<file path="src/rtl/mem_0_pkg.sv">
// Shared constants and the m0->m1 pipeline record used by the mem_0 stage
// (bubble values are also consumed by Mem_1).
package mem_0_pkg;

    localparam int DATA_ADDR_BITS = 9;
    localparam logic [4:0] REG_ZERO = 5'd0;

    typedef struct packed {
        logic        oper;
        logic        readmem;
        logic        writemem;
        logic        writereg;
        logic [31:0] data_addr;
        logic [31:0] regb;
        logic [4:0]  regdest;
    } m0_m1_t;

    localparam logic [31:0] BUBBLE_ADDR    = 32'd0;
    localparam logic [31:0] BUBBLE_REGB    = 32'd0;
    localparam logic [4:0]  BUBBLE_REGDEST = REG_ZERO;
    localparam m0_m1_t M0_M1_BUBBLE = '{
        oper:      1'b0,
        readmem:   1'b0,
        writemem:  1'b0,
        writereg:  1'b0,
        data_addr: BUBBLE_ADDR,
        regb:      BUBBLE_REGB,
        regdest:   BUBBLE_REGDEST
    };

endpackage

</file>
<file path="src/rtl/mem_addr_check.sv">
// Combinational classifier for data-memory addresses: flags word-misaligned
// and out-of-range accesses of a valid load/store.
module mem_addr_check
    import mem_0_pkg::*;
#(
    parameter int ADDR_BITS = DATA_ADDR_BITS
) (
    input  logic        oper,
    input  logic        readmem,
    input  logic        writemem,
    input  logic [31:0] addr,
    output logic        misaligned,
    output logic        out_of_range,
    output logic        fault
);

    logic mem_op;

    assign mem_op       = oper & (readmem | writemem);
    assign misaligned   = mem_op & (addr[1:0] != 2'b00);
    assign out_of_range = mem_op & (addr[31:ADDR_BITS] != '0);
    assign fault        = misaligned | out_of_range;

endmodule

</file>
<file path="src/rtl/mem_0.sv">
// First memory pipeline stage: registers the execute request for Mem_1,
// turns faulting accesses into bubbles with a trap record, and drives the load-use interlock.
module mem_0
    import mem_0_pkg::*;
#(
    parameter int ADDR_BITS   = DATA_ADDR_BITS,
    parameter int STALL_CNT_W = 16
) (
    input  logic                   clock,
    input  logic                   reset,
    input  logic                   ex_m0_oper,
    input  logic                   ex_m0_readmem,
    input  logic                   ex_m0_writemem,
    input  logic [31:0]            ex_m0_alu_result,
    input  logic [31:0]            ex_m0_regb,
    input  logic [4:0]             ex_m0_regdest,
    input  logic                   ex_m0_writereg,
    input  logic [4:0]             id_ex_rs,
    input  logic [4:0]             id_ex_rt,
    input  logic                   exc_clear,
    output logic                   m0_m1_oper,
    output logic                   m0_m1_readmem,
    output logic                   m0_m1_writemem,
    output logic                   m0_m1_writereg,
    output logic [31:0]            m0_m1_data_addr,
    output logic [31:0]            m0_m1_regb,
    output logic [4:0]             m0_m1_regdest,
    output logic                   m0_ex_stall,
    output logic                   m0_exc_valid,
    output logic                   m0_exc_sticky,
    output logic [31:0]            m0_exc_addr,
    output logic                   m0_exc_store,
    output logic [STALL_CNT_W-1:0] m0_stall_count
);

    logic misaligned, out_of_range, fault;

    mem_addr_check #(
        .ADDR_BITS (ADDR_BITS)
    ) u_addr_check (
        .oper         (ex_m0_oper),
        .readmem      (ex_m0_readmem),
        .writemem     (ex_m0_writemem),
        .addr         (ex_m0_alu_result),
        .misaligned   (misaligned),
        .out_of_range (out_of_range),
        .fault        (fault)
    );

    m0_m1_t                 pipe_q, pipe_d;
    logic                   exc_valid_q, exc_valid_d;
    logic                   exc_sticky_q, exc_sticky_d;
    logic [31:0]            exc_addr_q, exc_addr_d;
    logic                   exc_store_q, exc_store_d;
    logic [STALL_CNT_W-1:0] stall_cnt_q, stall_cnt_d;

    logic stall, capture, trap, store_req;

    assign stall = pipe_q.oper & pipe_q.readmem & pipe_q.writereg
                 & (pipe_q.regdest != REG_ZERO)
                 & ((pipe_q.regdest == id_ex_rs) | (pipe_q.regdest == id_ex_rt));

    // A request carrying both load and store is executed as a load only.
    assign store_req = ex_m0_writemem & ~ex_m0_readmem;
    // While stalled, execute is holding and its request will be re-presented.
    assign capture   = ex_m0_oper & ~fault & ~stall;
    assign trap      = fault & ~stall;

    always_comb begin
        pipe_d = M0_M1_BUBBLE;
        if (capture) begin
            pipe_d.oper      = 1'b1;
            pipe_d.readmem   = ex_m0_readmem;
            pipe_d.writemem  = store_req;
            pipe_d.writereg  = ex_m0_writereg;
            pipe_d.data_addr = ex_m0_alu_result;
            pipe_d.regb      = ex_m0_regb;
            pipe_d.regdest   = ex_m0_regdest;
        end
    end

    always_comb begin
        exc_valid_d  = trap;
        exc_sticky_d = exc_sticky_q;
        exc_addr_d   = exc_addr_q;
        exc_store_d  = exc_store_q;
        if (trap) begin
            exc_sticky_d = 1'b1;
            exc_addr_d   = ex_m0_alu_result;
            exc_store_d  = store_req;
        end else if (exc_clear) begin
            exc_sticky_d = 1'b0;
        end
    end

    always_comb begin
        stall_cnt_d = stall_cnt_q;
        if (stall && (stall_cnt_q != '1)) begin
            stall_cnt_d = stall_cnt_q + STALL_CNT_W'(1);
        end
    end

    always_ff @(posedge clock or posedge reset) begin
        if (reset) begin
            pipe_q       <= M0_M1_BUBBLE;
            exc_valid_q  <= 1'b0;
            exc_sticky_q <= 1'b0;
            exc_addr_q   <= 32'd0;
            exc_store_q  <= 1'b0;
            stall_cnt_q  <= '0;
        end else begin
            pipe_q       <= pipe_d;
            exc_valid_q  <= exc_valid_d;
            exc_sticky_q <= exc_sticky_d;
            exc_addr_q   <= exc_addr_d;
            exc_store_q  <= exc_store_d;
            stall_cnt_q  <= stall_cnt_d;
        end
    end

    assign m0_m1_oper      = pipe_q.oper;
    assign m0_m1_readmem   = pipe_q.readmem;
    assign m0_m1_writemem  = pipe_q.writemem;
    assign m0_m1_writereg  = pipe_q.writereg;
    assign m0_m1_data_addr = pipe_q.data_addr;
    assign m0_m1_regb      = pipe_q.regb;
    assign m0_m1_regdest   = pipe_q.regdest;
    assign m0_ex_stall     = stall;
    assign m0_exc_valid    = exc_valid_q;
    assign m0_exc_sticky   = exc_sticky_q;
    assign m0_exc_addr     = exc_addr_q;
    assign m0_exc_store    = exc_store_q;
    assign m0_stall_count  = stall_cnt_q;

endmodule

</file>
<file path="config.mk">
export PLATFORM = sky130hd
export DESIGN_NAME = mem_0
export DESIGN_NICKNAME = d
export VERILOG_FILES = /design/src/rtl/mem_0_pkg.sv /design/src/rtl/mem_addr_check.sv /design/src/rtl/mem_0.sv
export SDC_FILE = /design/constraint.sdc
export NUM_CORES = 1
export LEC_CHECK = 0
export BUFFER_PORTS_ARGS = -buffer_cell sky130_fd_sc_hd__buf_4
export CORE_ASPECT_RATIO = 0.8
export CORE_MARGIN = 3
export CORE_UTILIZATION = 35
export CTS_BUF_LIST = sky130_fd_sc_hd__clkbuf_2
export DETAILED_ROUTE_END_ITERATION = 10
export MAX_ROUTING_LAYER = met4
export PLACE_DENSITY = 0.74
export SYNTH_ARGS = -nofsm -noshare
export SYNTH_HDL_FRONTEND = slang
export SYNTH_HIERARCHICAL = 1
export SYNTH_SLANG_ARGS = --single-unit
</file>
<file path="constraint.sdc">
create_clock -name clock -period 8.3 [get_ports clock]
set_clock_uncertainty 0.1 [all_clocks]
set_input_delay 1.66 -clock clock [delete_from_list [all_inputs] [get_ports clock]]
set_output_delay 1.66 -clock clock [all_outputs]
set_load 0.01 [all_outputs]
</file>
==> run_results.csv <==
group,metric,value,unit
clocking,cts_max_path_buffers,2,
timing,setup_viol,0,
finish,final_cell_mix,"buf_4 (212), dfrtp_1 (124), and2_1 (72)",
die,die_y,110,um
drt,wl,12100,um
synth,yosysWarnings,6,
die,fp.dieW,137,um
grt,gr-usage-all-layers,17.3,%
synth,syn_inst,335,
timing,worst_pin_slew,1.06,ns
synth,post_synth_instance_area,4770,um2
timing,slew-limit-headroom,29.2,%
setup_path,cp-end-kind,"primary output",
finish,finalNonFillerCells,740,
clocking,root_buffer,"clkbuf_2",
placed_design,hpwlAfterDp,8680,um
timing,fin_tns_setup,0,ns
timing,hold_viol,0,
finish,layout_commonest_cell,"buf_4",
drt,dr.first_iter.drc_count,99,
finish,synthToLayoutAreaGrowth,41.0,%
clocking,htreeDepth,4,
setup_path,cp.required,6.54,ns
hold_path,hp-class,"flip-flop to flip-flop",
finish,utilization,51.3,%
placed_design,globalplace.congestion,0.780,
finish,num_antenna_cells,0,
synth,syn_area_per_cell,14.2,um2
clocking,cts_made_buffers,17,
drt,ant_nets,0,
die,core-area,13100,um2
drt,firstDrtPassIters,4,
grt,grt.busiest_layer,"met2",
setup_path,path_class,"input port to primary output",
grt,gr-total-overflow,0,
power,ir_drop,107,uV
placed_design,port_buffers,210,
power,power.density,185,nW/um2
timing,fmaxAchievable,229,MHz
drt,vias_per_cell,4.52,
clocking,holdBufCountCts,0,
grt,grt_pass1_vias,3718,
placed_design,place_inst,709,
clocking,cts_sinks,124,
die,io_pins,211,
grt,grt_use_met2,27.5,%
die,die_area,15100,um2
clocking,cts_repair_resize_count,0,
setup_path,worstPathArrival,2.61,ns
grt,met3_usage,6.79,%
clocking,clk_pin_slew,0.15,ns
run,maxCapViolations,0,
timing,min_period,4.37,ns
hold_path,hold_depth,1,
clocking,insertion_delay,0.66,ns
timing,rsz0062_at_grt,"false",
timing,fin_crit_sh,52.7,%
die,initial_core_util,36.4,%
finish,drive_above_1_share,49.4,%
grt,grt_max_degree,74,
grt,grt_pass1_wl,19700,um
die,num_rows,37,
power,leakage,3.47,nW
setup_path,r2r_cells,6,
drt,drc,0,
timing,slew_violations,0,
outcome,status,"finished clean",
setup_path,start_kind,"input port",
clocking,cts_tree,"done",
synth,syn-num-nets,422,
grt,met1_usage,20.3,%
grt,antenna_found_initial,0,
finish,final_nets,640,
drt,wire_per_inst,16.4,um
drt,vias,3345,
setup_path,crit_fanout,4,
clocking,cts_setup_buffers,0,
-- flip-flops by register name (all words and copies together) (netlist names), 5 cells and up --
| register | flops |
|---|---|
| m0_m1_regb | 32 |
| m0_exc_addr | 32 |
| m0_m1_data_addr | 32 |
| m0_m1_regdest | 5 |
| m0_stall_count | 16 |
-- worst paths after layout --
check / from / endpoint / slack [ns]
max: id_ex_rs[0] / m0_ex_stall / 3.93
min: m0_stall_count[11] / m0_stall_count[11] / 0.42
max reg2reg: m0_stall_count[0] / m0_stall_count[1] / 5.83
min reg2reg: m0_stall_count[11] / m0_stall_count[11] / 0.42
max in group asynchronous: reset / m0_m1_regb[15] / 5.82
min in group asynchronous: reset / m0_m1_regb[19] / 0.99
-- critical path, stage by stage --
cell	delay, ns
buf_4	0.11
xnor2_1	0.13
nand3_1	0.11
o22a_1	0.32
nor2_1	0.14
buf_4	0.14
-- final cells by class --
| type | instances | area (um2) |
|---|---|---|
| Timing Repair Buffer | 212 | 1590 |
| Clock buffer | 19 | 95.1 |
| Multi-Input combinational cell | 194 | 1570 |
| Tap cell | 175 | 219 |
| Sequential cell | 124 | 3100 |
| Fill cell | 1174 | 6380 |
| Inverter | 4 | 17.5 |
| Clock inverter | 12 | 129 |
-- per-layer routing --
layer  routed length [um]  part of all wire, %  up-vias
met5                    0                    0        -
met4                  143                  1.2        0
met1                 4930                   41     1652
met3                  979                  8.1       12
met2                 6070                   50      128
li1                     -                    -     1553
-- per-stage QoR --
stage	power (mW)	hold slack, ns	cell area [um2]	worst slack (ns)
6_report	1.24	0.422	6730	3.93
5_1_grt	1.31	0.442	6730	3.83
4_1_cts	1.27	0.436	6730	3.90
3_5_place_dp	0.883	0.394	6500	3.92
3_3_place_gp	0.877	0.376	6500	3.93
2_1_floorplan	0.766	0.419	4770	3.24
-- power by group --
| part | total [mW] | switching, mW | internal, mW |
|---|---|---|---|
| combinational | 0.203 | 0.0858 | 0.117 |
| clock | 0.377 | 0.215 | 0.162 |
| sequential | 0.664 | 0.0212 | 0.643 |
No activity file was read; power rests on OpenSTA's default activity.
